==> src/rtl/vdp_cpu_port.sv <==
// vdp_cpu_port: Z80 data/control port decode into VRAM, CRAM and VDP register writes plus VRAM read-ahead.
// Optional build macro VDP_GG_CRAM_EN selects the Game Gear 12-bit two-byte CRAM write path (SMS 6-bit otherwise).
module vdp_cpu_port (
    input  logic        clk,
    input  logic        rst_n,
    input  logic        cpu_wr,
    input  logic        cpu_rd,
    input  logic        cpu_port,
    input  logic [7:0]  cpu_din,
    output logic [7:0]  cpu_dout,
    input  logic [7:0]  status_in,
    output logic        status_clr,
    output logic [13:0] vram_addr,
    output logic        vram_we,
    output logic [7:0]  vram_wdata,
    input  logic [7:0]  vram_rdata,
    output logic        cram_we,
    output logic [4:0]  cram_addr,
`ifdef VDP_GG_CRAM_EN
    output logic [11:0] cram_wdata,
`else
    output logic [5:0]  cram_wdata,
`endif
    output logic        reg_we,
    output logic [3:0]  reg_addr,
    output logic [7:0]  reg_data,
    output logic        busy
);

    typedef enum logic [1:0] {IDLE, FETCH, CAPTURE} state_t;

    state_t      state_q;
    logic [13:0] addr_q, addr_d, acc_addr;
    logic [1:0]  code_q;
    logic        flag_q, flag_d;
    logic [7:0]  latch_q;
    logic [7:0]  buf_q;
    logic        accept, stb, ctl_wr, ctl_rd, dat_wr, dat_rd, first, second, fetch;
`ifdef VDP_GG_CRAM_EN
    logic [7:0]  gg_q;
`endif

    // Strobe decode and next address/flag; strobes during a fetch are dropped
    always_comb begin
        accept   = (state_q == IDLE);
        stb      = accept && (cpu_wr || cpu_rd);
        ctl_wr   = accept && cpu_wr && cpu_port;
        ctl_rd   = accept && cpu_rd && cpu_port;
        dat_wr   = accept && cpu_wr && !cpu_port;
        dat_rd   = accept && cpu_rd && !cpu_port;
        first    = ctl_wr && !flag_q;
        second   = ctl_wr && flag_q;
        acc_addr = second ? {cpu_din[5:0], addr_q[7:0]} : addr_q;
        fetch    = dat_rd || (second && cpu_din[7:6] == 2'b00);
        addr_d   = (fetch || dat_wr) ? acc_addr + 14'd1 :
                   second            ? acc_addr :
                   first             ? {addr_q[13:8], cpu_din} : addr_q;
        flag_d   = stb ? first : flag_q;
    end

    // Address, access code, byte-pair flag and first-byte latch
    always_ff @(posedge clk or negedge rst_n) begin
        if (!rst_n) begin
            addr_q  <= '0;
            code_q  <= '0;
            flag_q  <= 1'b0;
            latch_q <= '0;
        end else begin
            addr_q <= addr_d;
            flag_q <= flag_d;
            if (first)
                latch_q <= cpu_din;
            if (second)
                code_q <= cpu_din[7:6];
        end
    end

    // Write side: one-cycle VRAM, CRAM and register write pulses; vram_addr holds between accesses
    always_ff @(posedge clk or negedge rst_n) begin
        if (!rst_n) begin
            vram_addr  <= '0;
            vram_we    <= 1'b0;
            vram_wdata <= '0;
            cram_we    <= 1'b0;
            cram_addr  <= '0;
            cram_wdata <= '0;
            reg_we     <= 1'b0;
            reg_addr   <= '0;
            reg_data   <= '0;
`ifdef VDP_GG_CRAM_EN
            gg_q       <= '0;
`endif
        end else begin
            vram_we <= 1'b0;
            cram_we <= 1'b0;
            reg_we  <= 1'b0;
            if (second && cpu_din[7:6] == 2'b10) begin
                reg_we   <= 1'b1;
                reg_addr <= cpu_din[3:0];
                reg_data <= latch_q;
            end
            if (dat_wr && code_q == 2'b11) begin
`ifdef VDP_GG_CRAM_EN
                if (!addr_q[0])
                    gg_q <= cpu_din;
                else begin
                    cram_we    <= 1'b1;
                    cram_addr  <= addr_q[5:1];
                    cram_wdata <= {cpu_din[3:0], gg_q};
                end
`else
                cram_we    <= 1'b1;
                cram_addr  <= addr_q[4:0];
                cram_wdata <= cpu_din[5:0];
`endif
            end
            if (dat_wr && code_q != 2'b11) begin
                vram_we    <= 1'b1;
                vram_addr  <= addr_q;
                vram_wdata <= cpu_din;
            end
            if (fetch)
                vram_addr <= acc_addr;
        end
    end

    // Read side: read-ahead FSM, read buffer, CPU read data and status clear pulse
    always_ff @(posedge clk or negedge rst_n) begin
        if (!rst_n) begin
            state_q    <= IDLE;
            busy       <= 1'b0;
            buf_q      <= '0;
            cpu_dout   <= '0;
            status_clr <= 1'b0;
        end else begin
            status_clr <= ctl_rd;
            if (dat_rd)
                cpu_dout <= buf_q;
            if (ctl_rd)
                cpu_dout <= status_in;
            if (dat_wr)
                buf_q <= cpu_din;
            case (state_q)
                IDLE: begin
                    state_q <= fetch ? FETCH : IDLE;
                    busy    <= fetch;
                end
                FETCH: begin
                    state_q <= CAPTURE;
                    busy    <= 1'b1;
                end
                default: begin
                    buf_q   <= vram_rdata;
                    state_q <= IDLE;
                    busy    <= 1'b0;
                end
            endcase
        end
    end

endmodule

==> config.mk <==
export PLATFORM = sky130hd
export DESIGN_NAME = vdp_cpu_port
export DESIGN_NICKNAME = d
export VERILOG_FILES = /design/src/rtl/vdp_cpu_port.sv
export SDC_FILE = /design/constraint.sdc
export NUM_CORES = 1
export LEC_CHECK = 0
export ABC_AREA = 1
export ABC_CLOCK_PERIOD_IN_PS = 2150
export BUFFER_PORTS_ARGS = -buffer_cell sky130_fd_sc_hd__buf_2
export CORE_ASPECT_RATIO = 0.6
export CORE_MARGIN = 1
export CORE_UTILIZATION = 45
export DETAILED_ROUTE_END_ITERATION = 16
export PLACE_DENSITY = 0.74
export SYNTH_ARGS = -nofsm -noshare
export SYNTH_HDL_FRONTEND = slang
export SYNTH_SLANG_ARGS = --single-unit
==> constraint.sdc <==
create_clock -name clk -period 2.15 [get_ports clk]
set_clock_uncertainty 0.2 [all_clocks]
set_input_delay 0.3225 -clock clk [delete_from_list [all_inputs] [get_ports clk]]
set_output_delay 0.3225 -clock clk [all_outputs]
set_load 0.03 [all_outputs]
==> results of run 1 <==
==> how the worst max path moves through the flow <==
stage	start	to	slack [ns]	cells after the start
after floorplan	state_q[1]$_DFF_PN0_	cram_addr[2]$_DFFE_PN0P_	0.27	9
after global placement	state_q[1]$_DFF_PN0_	cram_addr[4]$_DFFE_PN0P_	0.22	8
after detailed placement	addr_q[0]$_DFFE_PN0P_	addr_q[12]$_DFFE_PN0P_	0.16	10
after CTS	addr_q[0]$_DFFE_PN0P_	addr_q[12]$_DFFE_PN0P_	0.11	10
after global routing	addr_q[2]$_DFFE_PN0P_	addr_q[11]$_DFFE_PN0P_	0.003	8
final	state_q[1]$_DFF_PN0_	vram_addr[0]$_DFFE_PN0P_	0.15	10
==> area by class of cell <==
class	instances	area share
clock buffers	12	0.0502
clock inverters	4	0.00588
inverters	43	0.0316
multi-input cells	290	0.310
flip-flops and latches	93	0.456
well taps	112	0.0275
repair buffers	106	0.118
==> cells by family (layout without fill, tap and decap cells) <==
family | after synthesis | count (layout) | synth area share
AND/OR/NAND/NOR | 203 | 203 | 0.242
flip-flops | 93 | 93 | 0.557
AO/OA/AOI/OAI | 76 | 76 | 0.107
buffers and inverters | 56 | 165 | 0.0641
multiplexers | 9 | 9 | 0.0243
adder cells (fa/ha/maj) | 1 | 1 | 0.00300
XOR/XNOR | 1 | 1 | 0.00210
==> power breakdown <==
group | internal (mW) | switching, mW
Sequential | 2.34 | 0.383
Clock | 0.852 | 0.688
Combinational | 0.729 | 1.67
Total | 3.92 | 2.74
==> worst max-delay path, cell delays in order (launching register included) <==
cell and delay [ns]:
sky130_fd_sc_hd__dfrtp_1 0.49, sky130_fd_sc_hd__nor2_8 0.07, sky130_fd_sc_hd__nand3_4 0.10, sky130_fd_sc_hd__nor2_8 0.06, sky130_fd_sc_hd__nand2_4 0.10, sky130_fd_sc_hd__nand2_4 0.09, sky130_fd_sc_hd__nor2_1 0.32, sky130_fd_sc_hd__buf_4 0.29
sky130_fd_sc_hd__inv_2 0.07, sky130_fd_sc_hd__nand2_1 0.06, sky130_fd_sc_hd__nand2_1 0.05
==> timing repair <==
item | in CTS | in global routing
setup endpoints to repair | 0 | 3
setup buffers | 0 | 0
hold buffers | 3 | 0
endpoints found under the hold margin | 62 | 0
gates resized for setup | 0 | 4
==> stage by stage <==
| stage | area (µm²) | std cells | worst slack [ns] | utilization |
|---|---|---|---|---|
| detailed placement | 4780 | 641 | 0.162 | 0.547 |
| floorplan | 4180 | 439 | 0.269 | - |
| finish | 5100 | 660 | 0.148 | 0.583 |
| global placement | 4780 | 641 | 0.225 | 0.547 |
| CTS | 5100 | 660 | 0.113 | 0.583 |
| global route | 5100 | 660 | 0.00269 | 0.583 |
==> metal layers <==
layer | track usage | wire length (µm) | up-vias
met3 | 0.0716 | 749 | 9
met1 | 0.357 | 5310 | 1682
li1 | - | - | 1644
met5 | 0 | 0 | -
met4 | 0.0711 | 88 | 0
met2 | 0.335 | 4630 | 145
==> placed cells by master (no fill, tap or decap), drive strengths merged <==
cell,instances
nand4,5
nand3,30
or2,1
clkinvlp,1
xor2,1
dfrtp,93
mux2,9
clkbuf,12
a21oi,14
dlygate4sd3,3
o21a,1
o211ai,7
buf,103
nand2,129
inv,43
ha,1
a31oi,5
o311ai,8
clkinv,3
nor2,35
nor3,3
o21ai,41
==> flip-flops by register name, summed over array words and instances, names as in the netlist, 6 cells and up <==
signal      count
buf_q           8
vram_wdata      8
latch_q         8
cram_wdata      6
cpu_dout        8
vram_addr      14
addr_q         14
reg_data        8
==> impl_metrics.py, run 1 <==
metrics = {
    "min_path": {
        "timing.hold.worst.class": "primary input to register",
        "min_path_cells": 3,
        "hold_start": "status_in[4]",
        "min_delay_worst_endpoint": "cpu_dout[4]$_DFFE_PN0P_",
    },
    "power": {
        "p_leak_nw": 2.64,
        "peakVddDrop_mv": 0.604,
        "powerDensity_nw_per_um2": 1300,
        "totalPowerFinal_mw": 6.66,
    },
    "final_layout": {
        "layout-area-overhead-vs-synth_pct": 22.2,
        "drive_above_1_share": 0.294,
        "fillCellCount": 778,
        "antenna-diode-count": 0,
        "num-nets-final": 573,
        "multi_input_comb_area_um2": 1580,
        "ff_latch_area_um2": 2330,
    },
    "sta": {
        "setup_violations": 0,
        "slew_viol_final": 0,
        "hold_violations": 0,
        "timing.max_slew.rel_slack": 0.719,
        "final.min_clock_period_ns": 2.00,
        "worst-slew-pin-transition_ns": 0.422,
        "rsz0062_at_grt": "no",
        "hold_ws_ns": 0.00488,
        "layout_worst_path_cycle_share": 0.931,
        "finalSetupTns_ns": 0,
        "fmax_mhz": 500,
    },
    "critical_path": {
        "worstRegToRegCells": 10,
        "r2r_slack_ns": 0.15,
        "critical_path_peak_fanout": 16,
        "crit_required_ns": 2.19,
        "reg2reg_to": "vram_addr[0]$_DFFE_PN0P_",
        "critPathLaunchType": "register",
        "worstSetupPathType": "register to register",
        "reg2reg_from": "state_q[1]$_DFF_PN0_",
        "kind_of_end_point_of_the_critical_path": "register",
        "worst-endpoint-arrival_ns": 2.04,
    },
    "placed_design": {
        "gp_congestion": 0.899,
        "placement.io_buffers": 86,
        "dpl.hpwl_mm": 7.84,
    },
    "route": {
        "routed_wl_mm": 10.8,
        "vias": 3480,
        "iter_0_drt_violations": 231,
        "detail-route-antenna-nets": 0,
        "drt-vias-per-instance": 5.27,
        "dr.pass1.iters": 5,
        "wire_per_inst_um": 16.3,
        "drc_errors": 0,
    },
    "global_routing": {
        "antenna_found_initial": 0,
        "largest_net_degree_at_the_start_of_global_routing": 45,
        "first_pass_grt_wire_length_mm": 17.5,
        "first_global_vias": 3321,
        "gr-usage-all-layers": 0.240,
        "gr-total-overflow": 0,
    },
    "cts": {
        "cts_max_path_buffers": 2,
        "cts.sink_count": 93,
        "cts.root.buffer_cell": "sky130_fd_sc_hd__clkbuf_16",
        "cts.reportedPaths.clkPinSlew_ns": 0.07,
        "cts_buffers": 9,
        "htreeDepth": 3,
        "clk-insertion-delay-late_ns": 0.35,
        "clock_tree_from_tritoncts": "yes",
    },
    "synthesis": {
        "yosysTopAreaCell": "sky130_fd_sc_hd__dfrtp_1",
        "synth_top_cells_by_area": "sky130_fd_sc_hd__dfrtp_1, sky130_fd_sc_hd__nand2_1, sky130_fd_sc_hd__o21ai_0, sky130_fd_sc_hd__nand3_1, sky130_fd_sc_hd__inv_1",
        "avgSynthCellArea_um2": 9.51,
        "netlist-cell-type-count": 35,
        "edff_count_synth": 0,
        "ys_seq_area_frac": 0.557,
        "synth.ff_latch_count": 93,
        "synth_async_sr_flop_share": 1.00,
        "synthMostInstantiatedCell": "sky130_fd_sc_hd__nand2_1",
        "synthesis.area_um2": 4180,
        "postSynthCellCount": 439,
        "synth_flop_cell": "sky130_fd_sc_hd__dfrtp_1",
        "synth_top_cell_area_share": 0.557,
        "yosys_warnings": 0,
        "synthTopCellsByCount": "sky130_fd_sc_hd__nand2_1, sky130_fd_sc_hd__dfrtp_1, sky130_fd_sc_hd__o21ai_0, sky130_fd_sc_hd__inv_1, sky130_fd_sc_hd__nor2_1",
        "synthesized_net_count": 469,
    },
    "run_status": {
        "run_status": "completed",
    },
    "floorplanning": {
        "std_cell_rows": 26,
        "floorplan.initialDensity": 0.477,
        "design.core.area_um2": 8750,
        "chipHeight_um": 76.6,
        "die_width_um": 126,
        "die_area_um2": 9680,
        "io_pins": 87,
    },
    "job": {
        "max_cap_violations": 0,
    },
}
Note: power is estimated with default switching activity, not from simulation.
==> run 2, diff against run 1 <==
- ABC_AREA: 1 -> 0
- CELL_PAD_IN_SITES_DETAIL_PLACEMENT: not set -> 0
- CELL_PAD_IN_SITES_GLOBAL_PLACEMENT: not set -> 1
- CORE_UTILIZATION: 45 -> 43
- PLACE_DENSITY: 0.74 -> 0.86
==> run 2 against run 1 <==
Against the previous run: combinational power up 5%; global-route usage down 1.0 points; clock-buffer cell count increased by 1; final cell count down 6.5%.
==> impl_metrics.py, run 2 <==
metrics = {
    "critical_path": {
        "critPathLaunchType": "register",
        "kind_of_end_point_of_the_critical_path": "register",
        "worst-endpoint-arrival_ns": 2.19,
        "critical_path_peak_fanout": 8,
        "worstSetupPathType": "register to register",
        "crit_required_ns": 2.22,
        "worstRegToRegCells": 5,
    },
    "route": {
        "drt-vias-per-instance": 5.31,
        "wire_per_inst_um": 17.3,
        "routed_wl_mm": 10.6,
        "drc_errors": 0,
        "detail-route-antenna-nets": 0,
        "vias": 3276,
        "iter_0_drt_violations": 172,
        "dr.pass1.iters": 4,
    },
    "sta": {
        "hold_ws_ns": 0.00865,
        "final.min_clock_period_ns": 2.12,
        "fmax_mhz": 472,
        "hold_violations": 0,
        "worst-slew-pin-transition_ns": 0.479,
        "slew_viol_final": 0,
        "rsz0062_at_grt": "no",
        "finalSetupTns_ns": 0,
        "setup_violations": 0,
        "timing.max_slew.rel_slack": 0.679,
        "layout_worst_path_cycle_share": 0.986,
    },
    "synthesis": {
        "synthesis.area_um2": 4140,
        "yosysTopAreaCell": "sky130_fd_sc_hd__dfrtp_1",
        "synth_top_cells_by_area": "sky130_fd_sc_hd__dfrtp_1, sky130_fd_sc_hd__mux2_1, sky130_fd_sc_hd__nand2_1, sky130_fd_sc_hd__mux2i_1, sky130_fd_sc_hd__o21ai_0",
        "synth_flop_cell": "sky130_fd_sc_hd__dfrtp_1",
        "synthTopCellsByCount": "sky130_fd_sc_hd__dfrtp_1, sky130_fd_sc_hd__nand2_1, sky130_fd_sc_hd__mux2_1, sky130_fd_sc_hd__mux2i_1, sky130_fd_sc_hd__o21ai_0",
        "ys_seq_area_frac": 0.562,
        "postSynthCellCount": 366,
        "synth.ff_latch_count": 93,
        "synthMostInstantiatedCell": "sky130_fd_sc_hd__dfrtp_1",
        "synth_top_cell_area_share": 0.562,
        "netlist-cell-type-count": 50,
        "synth_async_sr_flop_share": 1.00,
        "edff_count_synth": 0,
        "yosys_warnings": 0,
        "synthesized_net_count": 396,
        "avgSynthCellArea_um2": 11.3,
    },
    "power": {
        "p_leak_nw": 2.62,
        "p_comb_frac": 0.361,
        "power_frac_seq": 0.407,
        "peakVddDrop_mv": 0.676,
        "clockPowerShare": 0.232,
        "cellInternalPower_mw": 4.24,
        "total_switching_power_mw": 2.74,
        "powerDensity_nw_per_um2": 1320,
        "p_sw_frac": 0.393,
    },
    "placed_design": {
        "dpl.hpwl_mm": 7.93,
        "place_area_um2": 4880,
        "placement.io_buffers": 86,
        "gp_congestion": 0.934,
        "placedCellCount": 592,
    },
    "cts": {
        "clk-insertion-delay-late_ns": 0.35,
        "cts.root.buffer_cell": "sky130_fd_sc_hd__clkbuf_16",
        "clock_tree_from_tritoncts": "yes",
        "cts_max_path_buffers": 2,
        "htreeDepth": 3,
        "cts_buffers": 9,
        "cts.sink_count": 93,
        "cts.reportedPaths.clkPinSlew_ns": 0.06,
    },
    "job": {
        "max_cap_violations": 0,
    },
    "min_path": {
        "timing.hold.worst.class": "primary input to register",
        "min_path_cells": 3,
    },
    "final_layout": {
        "final_cell_count_no_fill": 617,
        "design_area_um2": 5290,
        "antenna-diode-count": 0,
        "most-common-layout-cells": "sky130_fd_sc_hd__dfrtp_1, sky130_fd_sc_hd__buf_2, sky130_fd_sc_hd__nand2_1, sky130_fd_sc_hd__mux2_1, sky130_fd_sc_hd__buf_4",
        "largestRegisters": "addr_q (14), vram_addr (14)",
        "layout-area-overhead-vs-synth_pct": 27.7,
        "drive_above_1_share": 0.298,
        "num-nets-final": 512,
        "final_common_cell": "sky130_fd_sc_hd__dfrtp_1",
    },
    "global_routing": {
        "gr-total-overflow": 0,
        "global_route.usage.met3": 0.0634,
        "gr-usage-all-layers": 0.230,
        "largest_net_degree_at_the_start_of_global_routing": 36,
        "antenna_found_initial": 0,
        "global_route.peak_usage_layer": "met1",
        "first_global_vias": 3159,
        "first_pass_grt_wire_length_mm": 17.1,
        "globalRouteMet2Util": 0.315,
        "grt_use_met1": 0.347,
    },
    "floorplanning": {
        "io_pins": 87,
        "chipHeight_um": 78.0,
        "std_cell_rows": 27,
        "die_area_um2": 10000,
        "floorplan.initialDensity": 0.447,
        "design.core.area_um2": 9260,
        "die_width_um": 129,
    },
    "run_status": {
        "run_status": "completed",
    },
}
[run 2: cell types whose count changed after synthesis, sizes merged, moves of 4 or more]
cell / change
nand2: -53
inv: -37
mux2: +30
mux2i: +24
nand3: -23
nor2: -19
o21ai: -17
o311ai: -8
a31oi: -4
nand2b: +4
[run 2: metrics by stage]
stage / util / setup WS (ns) / power, mW
2_1_floorplan: - / 0.104 / 4.43
3_3_place_gp: 0.527 / 0.0873 / 5.27
3_5_place_dp: 0.527 / 0.0232 / 5.37
4_1_cts: 0.569 / 0.00130 / 7.01
5_1_grt: 0.571 / 0.000205 / 7.35
6_report: 0.571 / 0.0306 / 6.98
[run 2: cell families after synthesis]
kind of cell,Yosys count,synth area share
flops,93,0.562
mux,63,0.164
simple gates,121,0.135
compound gates,63,0.103
fa+ha+maj,1,0.00302
xor+xnor,2,0.00423
buf+inv,23,0.0284
[run 2: worst max-delay path, cell delays in order (launching register included)]
cell and delay, ns:
sky130_fd_sc_hd__dfrtp_1 0.43, sky130_fd_sc_hd__and4bb_4 0.42, sky130_fd_sc_hd__nand3_2 0.16, sky130_fd_sc_hd__a2111oi_4 0.53
sky130_fd_sc_hd__buf_4 0.20, sky130_fd_sc_hd__xnor2_1 0.11
[run 2: routing by layer]
layer	vias to the layer above	share of wire
li1	1514	-
met1	1631	0.50
met2	121	0.42
met3	10	0.069
met4	0	0.0098
met5	-	0
[run 2: worst paths after layout]
| path | start | slack [ns] | endpoint |
|---|---|---|---|
| min reg2reg | reg_data[4]$_DFFE_PN0P_ | 0.27 | reg_data[4]$_DFFE_PN0P_ |
| max reg2reg | state_q[1]$_DFF_PN0_ | 0.03 | addr_q[8]$_DFFE_PN0P_ |
| min | vram_rdata[2] | 0.009 | buf_q[2]$_DFFE_PN0P_ |
| max in group asynchronous | rst_n | 0.77 | buf_q[0]$_DFFE_PN0P_ |
| max | state_q[1]$_DFF_PN0_ | 0.03 | addr_q[8]$_DFFE_PN0P_ |
| min in group asynchronous | rst_n | 0.26 | vram_addr[9]$_DFFE_PN0P_ |
[run 2: layout make-up]
class | count | area, µm²
clock buffers | 13 | 260
clock inverters | 3 | 43.8
fillers | 858 | 3970
inverters | 5 | 18.8
multi-input cells | 250 | 1720
flip-flops and latches | 93 | 2330
well taps | 130 | 163
repair buffers | 123 | 756
[run 2: timing repair]
action | in CTS | in global routing
hold buffers | 8 | 0
hold endpoints to repair | 37 | 0
endpoints found under the setup margin | 0 | 20
gates resized for setup | 0 | 5
setup buffers | 0 | 1
[run 2: power by group through the flow]
stage          Combinational (mW)  Sequential, mW  Clock (mW)
2_1_floorplan               0.879            3.55           0
3_3_place_gp                 2.45            2.82           0
3_5_place_dp                 2.50            2.86           0
4_1_cts                      2.52            2.84        1.65
5_1_grt                      2.71            2.92        1.72
6_report                     2.52            2.84        1.62
